`src/rtl/ein_mon.sv`:
```
// Receive-side monitor for the EIN 3-wire pad protocol: rebuilds MSB-first bytes into an out_frame stream.
// Optional status trailer byte at frame end is enabled with `define EIN_MON_STATUS_TRAILER_EN.
module ein_mon #(
   parameter int SYNC_STAGES    = 2,
   parameter int TIMEOUT_CYCLES = 40000,
   parameter int TO_WIDTH       = 16
) (
   input  logic       clk,
   input  logic       reset,
   input  logic       EMO_PAD,
   input  logic       EDI_PAD,
   input  logic       ECI_PAD,
   output logic [7:0] out_frame_data,
   output logic       out_frame_data_latch,
   output logic       out_frame_valid,
   output logic       frame_done,
   output logic       frame_error,
   output logic [7:0] byte_count
);

   typedef enum logic [1:0] {
      WAIT_IDLE = 2'd0,
      IDLE      = 2'd1,
      FRAME     = 2'd2,
      END       = 2'd3
   } state_t;

   localparam logic [TO_WIDTH-1:0] TO_LIMIT = TO_WIDTH'(TIMEOUT_CYCLES);
   localparam logic [TO_WIDTH-1:0] SETTLE   = TO_WIDTH'(SYNC_STAGES);
   localparam logic [TO_WIDTH-1:0] TO_ONE   = TO_WIDTH'(1);

   logic [SYNC_STAGES-1:0] emo_sync_q, emo_sync_d;
   logic [SYNC_STAGES-1:0] edi_sync_q, edi_sync_d;
   logic [SYNC_STAGES-1:0] eci_sync_q, eci_sync_d;
   logic                   emo_prev_q, emo_prev_d;
   logic                   eci_prev_q, eci_prev_d;

   state_t                 state_q, state_d;
   logic [6:0]             shreg_q, shreg_d;
   logic [2:0]             bit_cnt_q, bit_cnt_d;
   logic [TO_WIDTH-1:0]    to_cnt_q, to_cnt_d;
   logic [7:0]             data_q, data_d;
   logic                   latch_q, latch_d;
   logic                   valid_q, valid_d;
   logic                   done_q, done_d;
   logic                   err_q, err_d;
   logic [7:0]             bcnt_q, bcnt_d;
`ifdef EIN_MON_STATUS_TRAILER_EN
   logic                   tflag_q, tflag_d;
`endif

   logic                   emo_s, edi_s, eci_s;
   logic                   eci_edge, emo_rise, emo_fall;
   logic [7:0]             byte_nx;
   logic [7:0]             bcnt_inc;

   assign emo_s    = emo_sync_q[SYNC_STAGES-1];
   assign edi_s    = edi_sync_q[SYNC_STAGES-1];
   assign eci_s    = eci_sync_q[SYNC_STAGES-1];
   assign eci_edge = eci_s ^ eci_prev_q;
   assign emo_rise = emo_s & ~emo_prev_q;
   assign emo_fall = ~emo_s & emo_prev_q;
   assign byte_nx  = {shreg_q, edi_s};
   assign bcnt_inc = (bcnt_q != 8'hFF) ? bcnt_q + 8'd1 : bcnt_q;

   always_comb begin
      emo_sync_d = {emo_sync_q[SYNC_STAGES-2:0], EMO_PAD};
      edi_sync_d = {edi_sync_q[SYNC_STAGES-2:0], EDI_PAD};
      eci_sync_d = {eci_sync_q[SYNC_STAGES-2:0], ECI_PAD};
      emo_prev_d = emo_s;
      eci_prev_d = eci_s;
   end

   always_comb begin
      state_d   = state_q;
      shreg_d   = shreg_q;
      bit_cnt_d = bit_cnt_q;
      to_cnt_d  = to_cnt_q;
      data_d    = data_q;
      latch_d   = 1'b0;
      valid_d   = valid_q;
      done_d    = 1'b0;
      err_d     = err_q;
      bcnt_d    = bcnt_q;
`ifdef EIN_MON_STATUS_TRAILER_EN
      tflag_d   = tflag_q;
`endif
      case (state_q)
         // The synchronizers come out of reset at 0 regardless of the pads, so
         // wait until the chain has refilled before trusting EMO_s low.
         WAIT_IDLE: begin
            if (to_cnt_q < SETTLE) begin
               to_cnt_d = to_cnt_q + TO_ONE;
            end else if (!emo_s) begin
               state_d = IDLE;
            end
         end
         IDLE: begin
            if (emo_rise) begin
               state_d   = FRAME;
               bit_cnt_d = 3'd0;
               bcnt_d    = 8'd0;
               err_d     = 1'b0;
               to_cnt_d  = '0;
               valid_d   = 1'b1;
`ifdef EIN_MON_STATUS_TRAILER_EN
               tflag_d   = 1'b0;
`endif
            end
         end
         FRAME: begin
            if (eci_edge) begin
               shreg_d   = byte_nx[6:0];
               bit_cnt_d = bit_cnt_q + 3'd1;
               to_cnt_d  = '0;
               if (bit_cnt_q == 3'd7) begin
                  data_d  = byte_nx;
                  latch_d = 1'b1;
                  bcnt_d  = bcnt_inc;
               end
            end else if (to_cnt_q != TO_LIMIT) begin
               to_cnt_d = to_cnt_q + TO_ONE;
            end
            // A bit arriving with the EMO fall is accepted before the residue check.
            if (emo_fall) begin
               if (bit_cnt_d != 3'd0) begin
                  err_d = 1'b1;
               end
               state_d = END;
`ifndef EIN_MON_STATUS_TRAILER_EN
               valid_d = 1'b0;
               done_d  = 1'b1;
`endif
            end else if (!eci_edge && (to_cnt_q >= TO_LIMIT)) begin
               err_d   = 1'b1;
               state_d = END;
`ifdef EIN_MON_STATUS_TRAILER_EN
               tflag_d = 1'b1;
`else
               valid_d = 1'b0;
               done_d  = 1'b1;
`endif
            end
         end
         END: begin
            state_d  = WAIT_IDLE;
            to_cnt_d = '0;
`ifdef EIN_MON_STATUS_TRAILER_EN
            data_d   = {err_q, tflag_q, 3'b000, bit_cnt_q};
            latch_d  = 1'b1;
            valid_d  = 1'b0;
            done_d   = 1'b1;
`endif
         end
         default: begin
            state_d = WAIT_IDLE;
         end
      endcase
   end

   always_ff @(posedge clk) begin
      if (reset) begin
         emo_sync_q <= '0;
         edi_sync_q <= '0;
         eci_sync_q <= '0;
         emo_prev_q <= 1'b0;
         eci_prev_q <= 1'b0;
         state_q    <= WAIT_IDLE;
         shreg_q    <= '0;
         bit_cnt_q  <= '0;
         to_cnt_q   <= '0;
         data_q     <= '0;
         latch_q    <= 1'b0;
         valid_q    <= 1'b0;
         done_q     <= 1'b0;
         err_q      <= 1'b0;
         bcnt_q     <= '0;
`ifdef EIN_MON_STATUS_TRAILER_EN
         tflag_q    <= 1'b0;
`endif
      end else begin
         emo_sync_q <= emo_sync_d;
         edi_sync_q <= edi_sync_d;
         eci_sync_q <= eci_sync_d;
         emo_prev_q <= emo_prev_d;
         eci_prev_q <= eci_prev_d;
         state_q    <= state_d;
         shreg_q    <= shreg_d;
         bit_cnt_q  <= bit_cnt_d;
         to_cnt_q   <= to_cnt_d;
         data_q     <= data_d;
         latch_q    <= latch_d;
         valid_q    <= valid_d;
         done_q     <= done_d;
         err_q      <= err_d;
         bcnt_q     <= bcnt_d;
`ifdef EIN_MON_STATUS_TRAILER_EN
         tflag_q    <= tflag_d;
`endif
      end
   end

   assign out_frame_data       = data_q;
   assign out_frame_data_latch = latch_q;
   assign out_frame_valid      = valid_q;
   assign frame_done           = done_q;
   assign frame_error          = err_q;
   assign byte_count           = bcnt_q;

endmodule
```
`config.mk`:
```
export PLATFORM = sky130hd
export DESIGN_NAME = ein_mon
export DESIGN_NICKNAME = d
export VERILOG_FILES = /design/src/rtl/ein_mon.sv
export SDC_FILE = /design/constraint.sdc
export NUM_CORES = 1
export LEC_CHECK = 0
export BUFFER_PORTS_ARGS = -buffer_cell sky130_fd_sc_hd__buf_2
export CAP_MARGIN = 20
export CORE_MARGIN = 10
export CORE_UTILIZATION = 63
export DETAILED_ROUTE_END_ITERATION = 8
export HOLD_SLACK_MARGIN = 0.05
export PLACE_DENSITY = 0.84
export SETUP_SLACK_MARGIN = 0.05
export SLEW_MARGIN = 20
export SYNTH_ARGS = -nofsm -noshare
export SYNTH_HDL_FRONTEND = slang
export SYNTH_SLANG_ARGS = --single-unit
```
`constraint.sdc`:
```
create_clock -name clk -period 6.3 [get_ports clk]
set_clock_uncertainty 0.2 [all_clocks]
set_input_delay 0.945 -clock clk [delete_from_list [all_inputs] [get_ports clk]]
set_output_delay 0.945 -clock clk [all_outputs]
set_load 0.05 [all_outputs]
```
==> impl_results.md, run 1 <==
- EDFF count, synth: 0
- Worst Setup Slack post-DPL: about 3.5 ns
- Overall routing resource usage: 0.1636
- Length of routed met2 wiring: 2.585 mm
- Critical Path RT: 6.35 ns
- Max-Slew Margin vs Limit: 0.4559
- RSZ-0062 raised after global routing: false
- Worst IR drop on VDD: 0.1800 mV
- Wire length on met1: approximately 2.7 mm
- Post-route cell area: 2820 um^2
- Floorplan die area: ~7000 um^2
- Largest delay share family, worst path: simple AND/OR/NAND/NOR gates
- CTS tree: yes
- Post-synthesis cell count: 319
- Worst slew pin tran: 0.8134 ns
- Final hold viol count: 0
- Post-synth cell types: 44
- Instance area at placement: around 2700 um^2
- Top cell type by total area after synthesis: sky130_fd_sc_hd__dfxtp_1
- Average routed wire per standard cell: between 15 and 20 um
- Detailed Routing Iterations Pass 1: 5
- Root buffer cell: sky130_fd_sc_hd__clkbuf_8
- Area share of the leading cell type in the synthesized netlist: 0.4265
- Post-route DRC violation count: 0
- First-pass GRT wire length: 10.25 mm
- Sequential Power Share: 0.479
- Placement Rows: 23
- Finish-stage setup viols: 0
- Total leakage power: 1.011 nW
- Routability-driven placement congestion ratio: 0.8722
- Cell Count, Final, Fillers Out: 381
- Average cell area after synthesis: ~8.2 um^2
- Post-layout minimum cycle time: 2.873 ns
- Switching Power: 285.5 uW
- Most common cell in the netlist: sky130_fd_sc_hd__dfxtp_1
- Maximum Capacitance Violations: 0
- Period utilisation layout: 0.4560
- Critical-path cell with the highest stage delay: sky130_fd_sc_hd__ha_1
- Placed cell count: 373
- WP buf/inv: 1
- DP Wirelength: between 4 and 5 mm
- Proportion of synthesized chip area in sequential cells: 0.4265
- CP arrival: 2.92 ns
- Drt first-iter violations: 222
- Fraction of layout instances using a drive strength above 1: 0.1057
- Kind of start point of the critical path: register
- Remaining global-route overflow: 0
- Sinks on Clock Net: 56
- Quantity of I/O buffers inserted on ports: 24
- Y dimension of the die: between 80 and 90 um
- Main flop type after synthesis: sky130_fd_sc_hd__dfxtp_1
- Cell Int Power: 514.4 uW
- Antenna violations before repair: 0
- Clock Path Buffers: 2
- Type of the worst setup path: reg2reg
- Net switching share of the total power: 0.3569
- Most area-consuming cells after synthesis: sky130_fd_sc_hd__dfxtp_1 (43%), sky130_fd_sc_hd__a21oi_1 (6.5%), sky130_fd_sc_hd__nand2_1 (6.0%)
- Starting density of the core: 0.6525
- Met3 wirelength from detailed routing: ~480 um
- Antenna Cells: 0
- Run status: complete, no violations
- Vias post-DR: 2,439
- Core area: between 4000 and 5000 um^2
- Final hold slack: 0.2474 ns
- Area of the mapped netlist: 2629 um^2
- Class of the worst hold path: reg2reg
- Insertion delay to the later sink of the worst-skew pair: between 0.3 and 0.4 ns
- Logic gate share of total power: 0.271
- Fin worst setup slack: 3.427 ns
- Post-synth ARST share: 0
- Number of global-route vias before repair: 2,187
- Highest metal used: met4
- Total Nets Final: between 300 and 400
- Max-slew violations: 0
- Number of synthesized register bits: 56
- I/O pin total: 25
- CTS-repair resized insts: 0
- Critical Path, Cell by Cell: inv_1 > ha_1 > nand3_1 > a2bb2oi_1 > or4_1 > a21boi_0
- Cts bufs inserted: 5
- CP max stage delay: ~0.63 ns
- Final setup TNS: 0 ns
- Top cell types by occurrence after synthesis: sky130_fd_sc_hd__dfxtp_1 (56), sky130_fd_sc_hd__nand2_1 (42), sky130_fd_sc_hd__a21oi_1 (34)
- Maximum fanout count along the critical path: 22
- Number of hold buffers added after cts: 0
- Number of buffers inserted to repair setup after CTS: 0
- Final WL: 5.855 mm
- Antenna Violating Nets Remaining: 0
- Area growth from synthesis to final layout: 7.282%
- Category of the worst setup path capture point: register
- Maximum number of pins on one net before global-route repair: 48
- Horiz. Die Dim: 84.60 um
- Power per unit of standard cell area: roughly 280 nW/um^2
- Clock transition at the register clock pins on the worst setup and hold paths after CTS: about 0.10 ns
- H-tree levels: 2
- Yosys Warn Count: 0
- Syn Nets: 331
- Max Freq: 348.1 MHz
- Post-DR vias/cell: 6.402
- Part of the power in the clock network: 0.250
metrics by stage:
step,util,power [mW]
floorplan,-,0.5649
global placement,0.6773,0.5968
detailed placement,0.6773,0.6019
CTS,0.6997,0.8000
finish,0.7000,0.8000
global route,0.7000,0.8419
cell type report:
cell class / instances / area [um^2]
fill: 347 / 1209
clock buffer: 5 / 68.82
clock inverter: 3 / 21.27
tap: 50 / 62.56
sequential: 56 / 1121
inverter: 6 / 22.52
timing repair buffer: 24 / 120.1
multi-input combinational: 237 / 1404
cell families after synthesis:
logic type,count (synthesis),share of synthesized area
muxes,3,0.01142
adders and majority gates,7,0.03332
and+or+nand+nor,143,0.2789
DFF,56,0.4265
buffers and inverters,26,0.03998
AOI/OAI and AO/OA,81,0.1999
xor gates and xnor gates,3,0.009997
power groups by stage:
stage	logic, mW	clock network [mW]	registers (mW)
floorplan	0.172	0	0.393
global placement	0.207	0	0.389
detailed placement	0.211	0	0.391
CTS	0.213	0.204	0.383
global route	0.240	0.216	0.386
finish	0.217	0.200	0.383
cell usage in the layout (no fill, tap or decap), drive strengths merged, types with 2 or more instances in the layout:
master / count
and4: 3
nand3: 22
nor3: 9
and2: 2
nand4: 6
o311ai: 2
inv: 7
o21ai: 6
nor2: 20
clkbuf: 5
o21a: 2
a221oi: 2
nand2: 42
a311oi: 5
or4: 12
ha: 7
a21boi: 2
o31a: 2
nand2b: 2
or3: 4
a21oi: 34
a31oi: 3
and3: 4
nor4: 2
nor2b: 11
a22oi: 2
mux2i: 3
dfxtp: 56
xor2: 2
buf: 24
o31ai: 15
worst paths after layout:
kind                    to          start  cells past startpoint  slack, ns
max reg2reg  byte_count[7]     state_q[0]                      6       3.43
min          emo_sync_q[1]  emo_sync_q[0]                      1       0.25
min reg2reg  emo_sync_q[1]  emo_sync_q[0]                      1       0.25
max          byte_count[7]     state_q[0]                      6       3.43
flip-flops by register name, summed over array words and instances (netlist names):
signal	count
eci_sync_q	2
out_frame_data_latch	1
emo_prev_q	1
eci_prev_q	1
shreg_q	7
frame_error	1
emo_sync_q	2
out_frame_data	8
out_frame_valid	1
edi_sync_q	2
byte_count	8
bit_cnt_q	3
state_q	2
to_cnt_q	16
frame_done	1
metal layers:
layer / vias to the layer above / global-route usage
met5: - / 0
met4: 0 / 0.05539
met3: 8 / 0.03961
met2: 108 / 0.2505
met1: 1125 / 0.2188
li1: 1198 / -
worst reg2reg max path: cells and delay by family, from the launching register on:
kind	cells	cell delay, ns
and+or+nand+nor	2	1.06
AOI/OAI and AO/OA	2	0.48
buffers and inverters	1	0.10
DFF	1	0.33
adders and majority gates	1	0.63
Power figures use the tool's default switching activity.
==> inputs of run 2 (changes only) <==
CORE_UTILIZATION = 53   (was 63)
PLACE_DENSITY = 0.75   (was 0.84)
clock period = 2.4 ns   (was 6.3 ns; I/O delays follow)
==> run 2 against run 1 <==
Register-to-register slack got worse by 3.3 ns. Wire length increased by 1.9%. Sequential power increased to 2.6 times the previous value. Flip-flop and latch count unchanged. Clock power increased to 3.1 times the previous value. Global-route usage decreased by 1.9 points. Critical endpoint is now to_cnt_q[10]. Worst hold slack got worse by 0.0026 ns. Via count increased by 0.98%. Non-clock buffer count increased by 21. Utilization decreased by 6.1 points. Power increased to 2.9 times the previous value. Largest cell class unchanged.
==> impl_results.md, run 2 (same netlist as run 1, synthesis figures left out) <==
- Post-route DRC violation count: 0 (unchanged)
- First-pass GRT wire length: 10.25 mm (about the same)
- Cell Count, Final, Fillers Out: 419 (+10%)
- Floorplan die area: 8177 um^2 (+14%)
- RSZ-0062 raised after global routing: false
- Y dimension of the die: 90.43 um (+6.9%)
- Category of the worst setup path capture point: register
- Core area: 4755 um^2 (+18%)
- I/O pin total: 25 (unchanged)
- Worst slew pin tran: 0.5499 ns (-0.2635 ns)
- Routability-driven placement congestion ratio: 0.8802 (+0.92%)
- Kind of start point of the critical path: register
- Critical Path RT: 2.45 ns (-3.90 ns)
- Largest register FFs: 16 (unchanged)
- Total leakage power: 1.126 nW (+11%)
- Placement Rows: 25 (+8.7%)
- Final setup TNS: 0 ns (unchanged)
- Run status: complete, no violations
- Average routed wire per standard cell: 14.24 um (-7.3%)
- Max-Slew Margin vs Limit: 0.6300 (+0.1741)
- Sinks on Clock Net: 56 (unchanged)
- CP max stage delay: 0.52 ns (-0.11 ns)
- CTS tree: yes
- Antenna Violating Nets Remaining: 0 (unchanged)
- Total Nets Final: 363 (+6.1%)
- Critical-path cell with the highest stage delay: sky130_fd_sc_hd__or4_4
- Insertion delay to the later sink of the worst-skew pair: 0.31 ns (about the same)
- Detailed Routing Iterations Pass 1: 4 (-1)
- Fraction of layout instances using a drive strength above 1: 0.1534 (+0.04767)
- Worst IR drop on VDD: 0.3753 mV (+110%)
- DP Wirelength: 4.367 mm (+7.4%)
- Type of the worst setup path: reg2reg
- Maximum fanout count along the critical path: 15 (-32%)
- Filler cells: 423 (+22%)
- Final WL: 5.967 mm (+1.9%)
- Clock transition at the register clock pins on the worst setup and hold paths after CTS: 0.10 ns (about the same)
- Finish-stage setup viols: 0 (unchanged)
- Final hold viol count: 0 (unchanged)
- Antenna Cells: 0 (unchanged)
- Largest delay share family, worst path: simple AND/OR/NAND/NOR gates
- Max-slew violations: 0 (unchanged)
- Critical Path, Cell by Cell: or4_4 > o31a_1 > buf_4 > or4_1 > a21oi_1
- Post-layout minimum cycle time: 2.252 ns (-0.6214 ns)
- Max Freq: 444.1 MHz (+28%)
- Vias post-DR: 2,463 (+0.98%)
- Post-route cell area: 3038 um^2 (+7.7%)
- FF+latch area: 1122 um^2 (+0.11%)
- H-tree levels: 2 (unchanged)
- Overall routing resource usage: 0.1445 (-0.01911)
- Number of buffers inserted to repair setup after CTS: 0 (unchanged)
- Top reg by flops: to_cnt_q
- Maximum number of pins on one net before global-route repair: 30 (-38%)
- Cts bufs inserted: 5 (unchanged)
- Quantity of I/O buffers inserted on ports: 24 (unchanged)
- Placed cell count: 408 (+9.4%)
- Class of the worst hold path: reg2reg
- Most frequent standard cell in the layout excluding fill and tap cells: sky130_fd_sc_hd__dfxtp_1
- Number of global-route vias before repair: 2,260 (+3.3%)
- Maximum Capacitance Violations: 0 (unchanged)
- CP arrival: 2.30 ns (-0.62 ns)
- Period utilisation layout: 0.9381 (+0.4821)
- Clock Path Buffers: 2 (unchanged)
- WP buf/inv: 1 (unchanged)
- Horiz. Die Dim: 90.43 um (+6.9%)
- Area growth from synthesis to final layout: 15.56%
- Instance area at placement: 2885 um^2 (+5.7%)
- Starting density of the core: 0.5529 (-0.09959)
- Drt first-iter violations: 219 (-1.4%)
- Antenna violations before repair: 0 (unchanged)
- Root buffer cell: sky130_fd_sc_hd__clkbuf_8
- Multi-input gate area: 1413 um^2 (+0.62%)
- Remaining global-route overflow: 0 (unchanged)
- Post-DR vias/cell: 5.878 (-8.2%)
- Most used cells in the layout excluding fill and tap cells: sky130_fd_sc_hd__dfxtp_1 (55), sky130_fd_sc_hd__nand2_1 (42), sky130_fd_sc_hd__a21oi_1 (33), sky130_fd_sc_hd__buf_2 (24), sky130_fd_sc_hd__nand3_1 (22)
- Power per unit of standard cell area: 764.6 nW/um^2 (+170%)
==> run 2: power by group <==
group,internal (mW),total [mW],switching (mW)
Clock,0.316,0.623,0.308
Combinational,0.271,0.696,0.425
Sequential,0.966,1.00,0.0380
Total,1.55,2.32,0.770
==> run 2: worst reg2reg max path, cell delays in order, from the launching register on <==
cell	delay, ns
sky130_fd_sc_hd__dfxtp_2	0.36
sky130_fd_sc_hd__or4_4	0.52
sky130_fd_sc_hd__o31a_1	0.29
sky130_fd_sc_hd__buf_4	0.19
sky130_fd_sc_hd__or4_1	0.48
sky130_fd_sc_hd__a21oi_1	0.15
==> run 2: stage by stage <==
step / hold slack (ns) / util / setup WS, ns / power (mW)
after floorplan: 0.2138 / - / 0.1960 / 1.483
after global routing: 0.2678 / 0.6389 / 0.06372 / 2.442
after CTS: 0.2496 / 0.6366 / 0.1415 / 2.329
after detailed placement: 0.2256 / 0.6068 / 0.1661 / 1.703
after global placement: 0.2174 / 0.6068 / 0.2111 / 1.688
final: 0.2449 / 0.6389 / 0.1485 / 2.323
==> run 2: timing repair <==
action | 4_1_cts | 5_1_grt
gates resized for setup | 0 | 3
hold endpoints to repair | 3 | 0
setup endpoints to repair | 0 | 3
hold buffers | 3 | 0
==> run 2: layer usage <==
| metal | global-route usage | routed length [um] |
|---|---|---|
| met5 | 0 | 0 |
| met4 | 0.06366 | 99 |
| met3 | 0.02993 | 295 |
| met2 | 0.2222 | 2672 |
| met1 | 0.1898 | 2900 |
==> run 2: area by class of cell <==
cell class	instances	area share
sequential	56	0.3694
clock buffer	6	0.02389
clock inverter	2	0.01277
inverter	6	0.007414
tap	67	0.02759
timing repair buffer	45	0.09390
multi-input combinational	237	0.4650
==> run 2: worst paths after layout <==
check,start,to,slack [ns],cells after the start
min,edi_sync_q[0],edi_sync_q[1],0.24,1
min reg2reg,edi_sync_q[0],edi_sync_q[1],0.24,1
max reg2reg,to_cnt_q[10],to_cnt_q[10],0.15,5
max,to_cnt_q[10],to_cnt_q[10],0.15,5
